### src/rtl/ro_freq_meter.sv
// Ring-oscillator frequency meter. Enables the oscillator and synchronises
// its output into clk. After a settle period it counts rising edges over a
// programmable window, then holds the result for a controller to collect.
//
// Handshake: start is accepted only in IDLE, on the edge where it is high.
// busy rises on that edge. valid stays high with count/overflow frozen until
// ack is seen high on an edge. On that edge valid and busy fall and the block
// returns to IDLE. If start is high on that same edge, it is ignored.
module ro_freq_meter #(
  parameter int CNT_W         = 16,
  parameter int GATE_W        = 16,
  parameter int SETTLE_CYCLES = 8,
  parameter int SYNC_STAGES   = 2
) (
  input  logic              clk,
  input  logic              rst,        // asynchronous, active-low
  input  logic              start,
  input  logic [GATE_W-1:0] gate_len,
  input  logic              ro_in,
  output logic              ro_en,
  output logic              busy,
  output logic              valid,
  output logic [CNT_W-1:0]  count,
  output logic              overflow,
  input  logic              ack,
  output logic [1:0]        state_dbg   // current FSM state, for observation
);

  typedef enum logic [1:0] {
    IDLE    = 2'd0,
    SETTLE  = 2'd1,
    MEASURE = 2'd2,
    DONE    = 2'd3
  } state_t;

  // The timer is shared by SETTLE and MEASURE, so it is sized for the longer of the two.
  localparam int SW = $clog2(SETTLE_CYCLES + 1);
  localparam int TW = (GATE_W > SW) ? GATE_W : SW;

  state_t              state_q;
  state_t              state_d;
  logic [TW-1:0]       timer_q;
  logic [GATE_W-1:0]   gate_q;
  logic [SYNC_STAGES-1:0] sync_q;
  logic                sync_prev_q;
  logic                rise;
  logic                settle_last;
  logic                gate_last;
  logic [GATE_W-1:0]   gate_m1;

  // Bring the asynchronous oscillator output into clk through a plain flop chain.
  always_ff @(posedge clk or negedge rst) begin
    if (!rst) begin
      sync_q      <= '0;
      sync_prev_q <= 1'b0;
    end else begin
      sync_q      <= {sync_q[SYNC_STAGES-2:0], ro_in};
      sync_prev_q <= sync_q[SYNC_STAGES-1];
    end
  end

  // A rising edge is a synchronised 1 whose previous sample was 0. Every state
  // runs this detector, so an edge seen in the first MEASURE cycle is counted.
  assign rise = sync_q[SYNC_STAGES-1] & ~sync_prev_q;

  // Terminal-cycle decodes for the two timed states.
  assign gate_m1     = gate_q - 1'b1;
  assign settle_last = (timer_q == TW'(SETTLE_CYCLES - 1));
  assign gate_last   = (timer_q == TW'(gate_m1));

  // State register.
  always_ff @(posedge clk or negedge rst) begin
    if (!rst) state_q <= IDLE;
    else      state_q <= state_d;
  end

  // Next-state logic. Each timed state moves on after its last cycle.
  always_comb begin
    state_d = state_q;
    unique case (state_q)
      IDLE:    if (start)       state_d = SETTLE;
      SETTLE:  if (settle_last) state_d = MEASURE;
      MEASURE: if (gate_last)   state_d = DONE;
      DONE:    if (ack)         state_d = IDLE;
      default:                  state_d = IDLE;
    endcase
  end

  // The timer counts cycles within a state and clears whenever the state changes.
  always_ff @(posedge clk or negedge rst) begin
    if (!rst) begin
      timer_q <= '0;
    end else if (state_d != state_q) begin
      timer_q <= '0;
    end else if (state_q == SETTLE || state_q == MEASURE) begin
      timer_q <= timer_q + 1'b1;
    end
  end

  // Capture the window length on an accepted start. A length of 0 is treated as 1.
  always_ff @(posedge clk or negedge rst) begin
    if (!rst) begin
      gate_q <= '0;
    end else if (state_q == IDLE && start) begin
      gate_q <= (gate_len == '0) ? GATE_W'(1) : gate_len;
    end
  end

  // Edge counter. It clears on start and counts only in MEASURE.
  // It saturates at all-ones; overflow records that an edge was lost.
  always_ff @(posedge clk or negedge rst) begin
    if (!rst) begin
      count    <= '0;
      overflow <= 1'b0;
    end else if (state_q == IDLE && start) begin
      count    <= '0;
      overflow <= 1'b0;
    end else if (state_q == MEASURE && rise) begin
      if (count == {CNT_W{1'b1}}) overflow <= 1'b1;
      else                        count    <= count + 1'b1;
    end
  end

  // All control outputs decode from the state register. They drop as soon as reset asserts.
  assign ro_en     = (state_q == SETTLE) || (state_q == MEASURE);
  assign busy      = (state_q != IDLE);
  assign valid     = (state_q == DONE);
  assign state_dbg = state_q;

  // The oscillator is never left running while a result is being presented.
  a_valid_no_ro: assert property (@(posedge clk) disable iff (!rst) valid |-> !ro_en);

endmodule
### config.mk
export PLATFORM = sky130hd
export DESIGN_NAME = ro_freq_meter
export DESIGN_NICKNAME = d
export VERILOG_FILES = /design/src/rtl/ro_freq_meter.sv
export SDC_FILE = /design/constraint.sdc
export NUM_CORES = 1
export LEC_CHECK = 0
export CAP_MARGIN = 40
export CORE_MARGIN = 2
export CORE_UTILIZATION = 43
export DETAILED_ROUTE_END_ITERATION = 10
export GPL_TIMING_DRIVEN = 1
export HOLD_SLACK_MARGIN = 0.15
export PLACE_DENSITY_LB_ADDON = 0.12
export SYNTH_ARGS = -nofsm -noshare
export SYNTH_HDL_FRONTEND = slang
export SYNTH_SLANG_ARGS = --single-unit
### constraint.sdc
create_clock -name clk -period 3.45 [get_ports clk]
set_clock_uncertainty 0.2 [all_clocks]
set_input_delay 0.69 -clock clk [delete_from_list [all_inputs] [get_ports clk]]
set_output_delay 0.69 -clock clk [all_outputs]
set_load 0.01 [all_outputs]
* Word-level counts from Yosys, hierarchy flattened
Cells that the tools add are included.
** Operators by class
- $add $sub $neg :: 3
- Equality and inequality tests :: 8
- Mux-type cells :: 14
- Bitwise operators :: 2
- Reduce and logical (&&, ||, !) cells :: 11
** Operators by type and width (number)
- $mux W16 :: 6
- $add A16 B1 Y16 const B :: 2
- $eq A16 B16 Y1 :: 1
- $eq A16 B16 Y1 const B :: 1
- $eq A16 B3 Y1 const B :: 1
- $logic_not A16 Y1 :: 1
- $sub A16 B1 Y16 const B :: 1
- $mux W2 :: 4
- $pmux W2 S4 :: 1
- $reduce_bool A2 Y1 :: 4
- $eq A2 B2 Y1 const B :: 2
- $reduce_and A2 Y1 :: 2
- $mux W1 :: 3
- $eq A2 B1 Y1 const B :: 1
- $logic_and A1 B1 Y1 :: 2
- $logic_not A2 Y1 :: 1
- $ne A2 B2 Y1 :: 1
- $ne A2 B2 Y1 const B :: 1
- $and A1 B1 Y1 :: 1
- $logic_or A1 B1 Y1 :: 1
- $not A1 Y1 :: 1
** Storage, ports and cells
- Register bits :: 54
- Input port bits :: 21

* Depth between registers and ports, before layout
Gate-level depths: netlist (run 1).
- Depth in word-level cells :: 6
- Depth in mapped cells :: 10

* Worst setup path before layout (run 1)
Ideal clock, no wire load.
- Path type :: register to register
- Start point :: register gate_q[0]
- End point :: register timer_q[10]
- Library setup time :: 0.120 ns
- Arrival time :: 2.106 ns
- Setup slack :: 1.025 ns
- Stages on the path, launching flop included :: 10
- Path buffers :: 1
- Period minus slack after synthesis :: 2.425 ns
- Cell sequence :: dfrtp_1 > inv_1 > ha_1 > and2_1 > o21a_1 > o21ai_0 > nand4_1 > nor4b_4 > buf_6 > a21oi_2
** Between the ends
- Longest elaborated chain between the ends :: 6
** RTL lines
- start: declaration :: RTL line 43 : logic [GATE_W-1:0] gate_q;
- start signal: assignment :: RTL line 105 : gate_q <= (gate_len == '0) ? GATE_W'(1) : gate_len;
- $sub A16 B1 Y16 (*) :: RTL line 67 : assign gate_m1 = gate_q - 1'b1;
- $eq A16 B16 Y1 (*) :: RTL line 69 : assign gate_last = (timer_q == TW'(gate_m1));
- $mux W2 (*) :: RTL line 83 : MEASURE: if (gate_last) state_d = DONE;
- $pmux W2 S4 (*) :: RTL line 80 : unique case (state_q)
- $ne A2 B2 Y1 (*) :: RTL line 93 : end else if (state_d != state_q) begin
- $mux W16 / $reduce_bool A2 Y1 (equally long branches)
- end signal: assignment :: RTL line 96 : timer_q <= timer_q + 1'b1;
- end: declaration :: RTL line 42 : logic [TW-1:0] timer_q;
Mark *: on every way between the ends. The rest lies on a longest branch, timed or not.
A chain may end at the register's enable or synchronous reset.

* Worst setup path in the final report (run 1)
- Start point :: register state_q[0] (netlist: state_dbg[0])
- End point :: output ro_en
** Between the ends
- Longest elaborated chain between the ends :: 2
** RTL lines
- start: declaration :: RTL line 40 : state_t state_q;
- start signal: assignment :: RTL line 74 : else state_q <= state_d;
- $eq A2 B1 Y1 / $eq A2 B2 Y1 (equally long branches) :: RTL line 125 : assign ro_en = (state_q == SETTLE) || (state_q == MEASURE);
- $logic_or A1 B1 Y1 (*) :: RTL line 125
- end: declaration :: RTL line 20 : output logic ro_en,
Marks and branches as above.

==> results of run 1 <==
-- power groups by stage --
stage	combinational [uW]	clock, uW	sequential, uW
floorplan	3.84	0	647
global placement	43.6	0	647
detailed placement	43.9	0	647
CTS	44.8	368	635
global route	48.6	396	635
finish	43.6	354	635
-- worst min-delay path by stage --
stage	startpoint	endpoint	slack, ps
2_1_floorplan	sync_q[0]$_DFF_PN0_	sync_q[1]$_DFF_PN0_	130
4_1_cts	sync_q[0]$_DFF_PN0_	sync_q[1]$_DFF_PN0_	160
3_3_place_gp	sync_q[0]$_DFF_PN0_	sync_q[1]$_DFF_PN0_	130
3_5_place_dp	sync_q[0]$_DFF_PN0_	sync_q[1]$_DFF_PN0_	130
5_1_grt	sync_q[0]$_DFF_PN0_	sync_q[1]$_DFF_PN0_	170
6_report	sync_q[0]$_DFF_PN0_	sync_q[1]$_DFF_PN0_	160
-- flip-flops by register name, summed over array words and instances, names as in the netlist --
signal       cells
sync_prev_q      1
sync_q           2
overflow         1
gate_q          16
count           16
state_dbg        2
timer_q         16
-- synthesized netlist by cell type, types with 3 or more instances --
| library cell | n |
|---|---|
| a211oi_1 | 3 |
| a21oi_1 | 11 |
| a21oi_2 | 10 |
| and2_1 | 3 |
| and3_1 | 7 |
| clkbuf_1 | 9 |
| dfrtp_1 | 54 |
| ha_1 | 8 |
| inv_1 | 9 |
| mux2i_1 | 3 |
| nand2_1 | 77 |
| nand3_1 | 9 |
| nand4_1 | 13 |
| nor2_1 | 36 |
| nor3_1 | 6 |
| nor4_1 | 7 |
| o21ai_0 | 7 |
| xnor2_1 | 32 |
| xor2_1 | 16 |
-- layout make-up --
| class | instances | area (um^2) | area share |
|---|---|---|---|
| inverters | 9 | 33.78 | 0.008749 |
| well taps | 99 | 123.9 | 0.03208 |
| multi-input cells | 287 | 1807 | 0.4679 |
| flip-flops and latches | 54 | 1351 | 0.3500 |
| clock buffers | 5 | 68.82 | 0.01782 |
| repair buffers | 48 | 462.9 | 0.1199 |
| clock inverters | 2 | 13.76 | 0.003564 |
-- routing by layer --
metal / wire length (um) / global-route usage
met4: 97 / 0.05177
met5: 0 / 0
met2: 3702 / 0.3358
met1: 3550 / 0.2634
met3: 160 / 0.03320
-- through the flow --
| stage | utilization | area (um^2) | worst slack, ps | hold slack (ps) |
|---|---|---|---|---|
| floorplan | - | 3268 | 1025 | 131.2 |
| global placement | 0.5168 | 3769 | 858.8 | 133.4 |
| detailed placement | 0.5168 | 3769 | 810.0 | 134.7 |
| CTS | 0.5295 | 3861 | 526.3 | 158.2 |
| global route | 0.5295 | 3861 | 424.9 | 166.9 |
| finish | 0.5295 | 3861 | 525.9 | 155.5 |
-- logic make-up (layout without fill, tap and decap cells) --
logic type / Yosys count / after routing
compound gates: 47 / 47
simple gates: 179 / 179
buf+inv: 21 / 64
mux: 4 / 4
flops: 54 / 54
xor+xnor: 49 / 49
fa+ha+maj: 8 / 8
-- what timing repair did --
item,CTS,global route
hold buffers,1,0
endpoints found under the hold margin,16,0
resized for setup,0,0
==> results.toml, run 1 <==
[status]
status = "completed"

[synthesis]
synth.distinct_cells = 51
ys_async_sr_fraction = 1.000
syn_area_per_cell_um2 = 9.028
ys_ff_latch = 54
yosysSeqAreaShare = 0.4135
synth_top_area_cell = "dfrtp_1"
synth-edff-count = 0
yosys_warnings = 0
synth_compound_area_frac = 0.1003
synth.top_cell.area_share = 0.4135
synthAdderAreaFrac = 0.03063
synth-xor-area-share = 0.1336
synthSimpleGateAreaFrac = 0.2757
syn_area_um2 = 3268
synth_top_family_by_area = "simple AND/OR/NAND/NOR gates"
synth.area.mux_share = 0.01263
synthCells = 362
synth_ff_type = "dfrtp_1"
syn_nets = 391
synthTopCellsByArea = "dfrtp_1 (41%), nand2_1 (8.8%), xnor2_1 (8.6%)"

[worst_setup_path]
worstReg2RegStart = "state_dbg[0]$_DFF_PN0_"
critPathRequiredTime_ps = 2560
crit_cells = 3
end_kind = "primary output"
max_stage_delay_ps = 580
cp_num_buf_inv = 2
r2r_setup_slack_ps = 770
crit_path_max_fanout = 8
critPathArrivalTime_ps = 2030
crit_path_end = "ro_en"
crit_chain = "inv_1, ha_1, clkdlybuf4s50_1"
worstReg2RegEnd = "count[11]$_DFFE_PN0P_"
critPathSlowestCell = "clkdlybuf4s50_1"
r2r_cells = 8
worstSetupPathType = "reg2out"
cp-start-kind = "flip-flop"
startpoint = "state_dbg[0]$_DFF_PN0_"
cpLargestDelayFamily = "buffers and inverters"

[min_path]
whs_path_depth = 0
hold_path.class = "reg2reg"

[pwr]
power.internal_uw = 798.0
comb_power_share = 0.042
ir_drop_uv = 158.3
clkPwrFrac = 0.343
seqPwrFrac = 0.615
switching_share = 0.2268
powerDensity_nw_per_um2 = 267.3
leakagePower_uw = 0.001597
power_uw = 1032
power_switching_uw = 234.1

[timing]
period_minus_slack_ps = 2924
setup_viol = 0
worst_pin_slew_ps = 599.9
fin_crit_sh = 0.8476
maxSlewViolCount = 0
rsz0062_at_grt = "false"
clock.fmax_ghz = 0.3420
final-hold-violation-count = 0
setup-tns-final_ps = 0
maxSlewHeadroom = 0.5965

[route]
dr.pass1.iters = 4
routed_wl_um = 7511
drt_iter0_markers = 158
wl_per_cell_um = 14.90
ant_nets = 0
vias = 2666
drc = 0
avgViaCountPerCell = 5.290

[floorplanning]
fp.dieW_um = 91.18
io-pin-count = 43
rows = 31
die_area_um2 = 8314
die_y_um = 91.18
initial_core_util = 0.4482
core_um2 = 7292

[layout]
mostFrequentLayoutCells = "nand2_1 (77), dfrtp_1 (54), clkdlybuf4s50_1 (41), nor2_1 (36), xnor2_1 (32)"
nFillCells = 716
drive_gt1_frac = 0.07901
mostFrequentLayoutCell = "nand2_1"
antenna_cells = 0
nets = 434
area_growth_pct = 18.15
fin_cells = 504

[global_routing]
gr-usage-all-layers = 0.1982
grt_pass1_wl_um = 13460
grt_pass1_vias = 2796
antenna_found_initial = 0
grt-ovfl-total = 0
grt_max_degree = 39

[clock_network]
clkTransAtPathRegs_ps = 90
numCtsBuffers = 5
clockBufferDepth = 2
cts_root_buf = "clkbuf_8"
cts_tree = "done"
clock_latency_ps = 310
postCtsSetupBuffers = 0
htreeDepth = 2
cts.sinks = 54

[placement]
numPortBuffers = 42
gp_congestion = 0.8378
hpwl_um = 5517
placed_cells = 496

[job]
max_cap_violations = 0
(Power assumes the default switching activity.)
==> inputs of run 2 (changes only) <==
==> constraint.sdc (replaced) <==
create_clock -name clk -period 2.7 [get_ports clk]
set_clock_uncertainty 0.2 [all_clocks]
set_input_delay 0.54 -clock clk [delete_from_list [all_inputs] [get_ports clk]]
set_output_delay 0.54 -clock clk [all_outputs]
set_load 0.01 [all_outputs]
==> run 2 against run 1 <==
  * Via count rose by 3.0%
  * Core utilization is 1.4 points higher
  * Hold slack improved by 8.1 ps
  * Setup slack got worse by 400 ps
  * Register-to-register slack got worse by 590 ps
  * Global-route usage fell by 0.29 points
  * Final cell count is 1.2% higher
  * Die area unchanged
  * Final area up 2.6%
  * Combinational power grew 32%
  * Highest routed layer unchanged
==> results.toml, run 2 (synthesis gave the netlist of run 1 again) <==
[clock_network]
clock_latency_ps = 310
htreeDepth = 2
cts.sinks = 54
cts_root_buf = "clkbuf_8"
clockBufferDepth = 2
clkTransAtPathRegs_ps = 100
cts_tree = "done"
numCtsBuffers = 5
postCtsSetupBuffers = 0

[pwr]
leakagePower_uw = 0.001639
power.internal_uw = 1114
comb_power_share = 0.041
ir_drop_uv = 215.9
clkPwrFrac = 0.386
power_switching_uw = 299.9
switching_share = 0.2121
powerDensity_nw_per_um2 = 357.0
seqPwrFrac = 0.574

[global_routing]
grtUsageMet1 = 0.2511
antenna_found_initial = 0
grt_pass1_vias = 2687
grt-busiest-layer = "met2"
grtUsageMet3 = 0.03071
grt_pass1_wl_um = 13120
gr-usage-all-layers = 0.1953
grt-ovfl-total = 0
grt_max_degree = 35
grt_use_met2 = 0.3463

[placement]
placed_cells = 502
numPortBuffers = 42
hpwl_um = 5694
gp_congestion = 0.8366

[floorplanning]
initial_core_util = 0.4482
die_y_um = 91.18
rows = 31
core_um2 = 7292
die_area_um2 = 8314
io-pin-count = 43
fp.dieW_um = 91.18

[worst_setup_path]
crit_path_end = "ro_en"
worstReg2RegStart = "gate_q[3]$_DFFE_PN0P_"
worstReg2RegEnd = "timer_q[11]$_DFFE_PN0P_"
critPathRequiredTime_ps = 1960
critPathArrivalTime_ps = 1830
worstSetupPathType = "reg2out"
cp-start-kind = "flip-flop"
end_kind = "primary output"
r2r_setup_slack_ps = 180
crit_path_max_fanout = 7
r2r_cells = 7
startpoint = "state_dbg[1]$_DFF_PN0_"

[layout]
antenna_cells = 0
drive_gt1_frac = 0.09732
nets = 440
area_growth_pct = 21.17
mostFrequentLayoutCell = "nand2_1"
fin_cells = 510
mostFrequentLayoutCells = "nand2_1 (77), dfrtp_1 (53), clkdlybuf4s50_1 (41), nor2_1 (36), xnor2_1 (32)"
largest_registers = "count: 16 flops, gate_q: 16 flops, timer_q: 16 flops"

[timing]
rsz0062_at_grt = "false"
period_minus_slack_ps = 2571
maxSlewHeadroom = 0.5854
clock.fmax_ghz = 0.3890
fin_crit_sh = 0.9522
setup-tns-final_ps = 0
setup_viol = 0
worst_pin_slew_ps = 616.8
maxSlewViolCount = 0
final-hold-violation-count = 0

[route]
drt_iter0_markers = 164
avgViaCountPerCell = 5.386
drc = 0
routed_wl_um = 7865
dr.pass1.iters = 4
wl_per_cell_um = 15.42
ant_nets = 0
vias = 2747

[min_path]
hold_path.class = "reg2reg"
min_from = "sync_q[0]$_DFF_PN0_"

[status]
status = "completed"

[job]
max_cap_violations = 0
-- run 2: cell count changes in the layout (fill, tap and decap cells not counted) --
cell | before | now
clkinv_4 | 0 | 1
buf_4 | 5 | 9
buf_12 | 0 | 2
dfrtp_2 | 0 | 1
clkinv_2 | 1 | 0
dfrtp_1 | 54 | 53
ha_1 | 8 | 7
ha_2 | 0 | 1
inv_6 | 1 | 0
bufinv_16 | 0 | 1
-- run 2: stage by stage --
| step | setup slack, ps | hold WS (ps) | util | cell area [um^2] | power (uW) |
|---|---|---|---|---|---|
| floorplan | 274.7 | 44.41 | - | 3268 | 831.9 |
| detailed placement | 213.4 | 144.1 | 0.5264 | 3839 | 884.5 |
| CTS | 29.34 | 167.2 | 0.5426 | 3956 | 1424 |
| finish | 129.0 | 163.6 | 0.5431 | 3960 | 1414 |
| global route | 41.59 | 177.3 | 0.5431 | 3960 | 1461 |
| global placement | 214.8 | 133.2 | 0.5264 | 3839 | 884.5 |
-- run 2: worst min path at each step --
stage                            to  slack, ps  cells past startpoint
2_1_floorplan  count[0]$_DFFE_PN0P_         40                      0
5_1_grt         sync_q[1]$_DFF_PN0_        180                      0
3_5_place_dp    sync_q[1]$_DFF_PN0_        140                      0
3_3_place_gp    sync_q[1]$_DFF_PN0_        130                      0
4_1_cts         sync_q[1]$_DFF_PN0_        170                      0
6_report        sync_q[1]$_DFF_PN0_        160                      0
-- run 2: what timing repair did --
item                                    CTS  global route
hold endpoints to repair                 25             0
resized for setup                         0             2
hold buffers                              1             0
endpoints found under the setup margin    0             2
-- run 2: cell type report --
type / count / area (um^2)
fill: 701 / 3332
timing repair buffer: 54 / 533.0
sequential: 54 / 1353
clock buffer: 5 / 68.82
clock inverter: 2 / 38.79
multi-input combinational: 287 / 1809
tap: 99 / 123.9
inverter: 9 / 33.78
-- run 2: critical path, cell delays in order, from the launching register on --
cell             delay (ps)
dfrtp_2                 440
inv_1                   110
ha_2                    410
clkdlybuf4s50_1         550
-- run 2: power by group through the flow --
stage          sequential, uW  clock [uW]  combinational [uW]
2_1_floorplan             827           0                4.91
3_3_place_gp              827           0                57.5
3_5_place_dp              827           0                57.5
4_1_cts                   811         554                58.8
5_1_grt                   811         586                63.6
6_report                  811         545                57.5
-- run 2: layer usage --
metal  vias up  routed length [um]
met5         -                   0
met4         0                  52
met3         4                 231
met2        55                4042
met1      1349                3539
li1       1339                   -
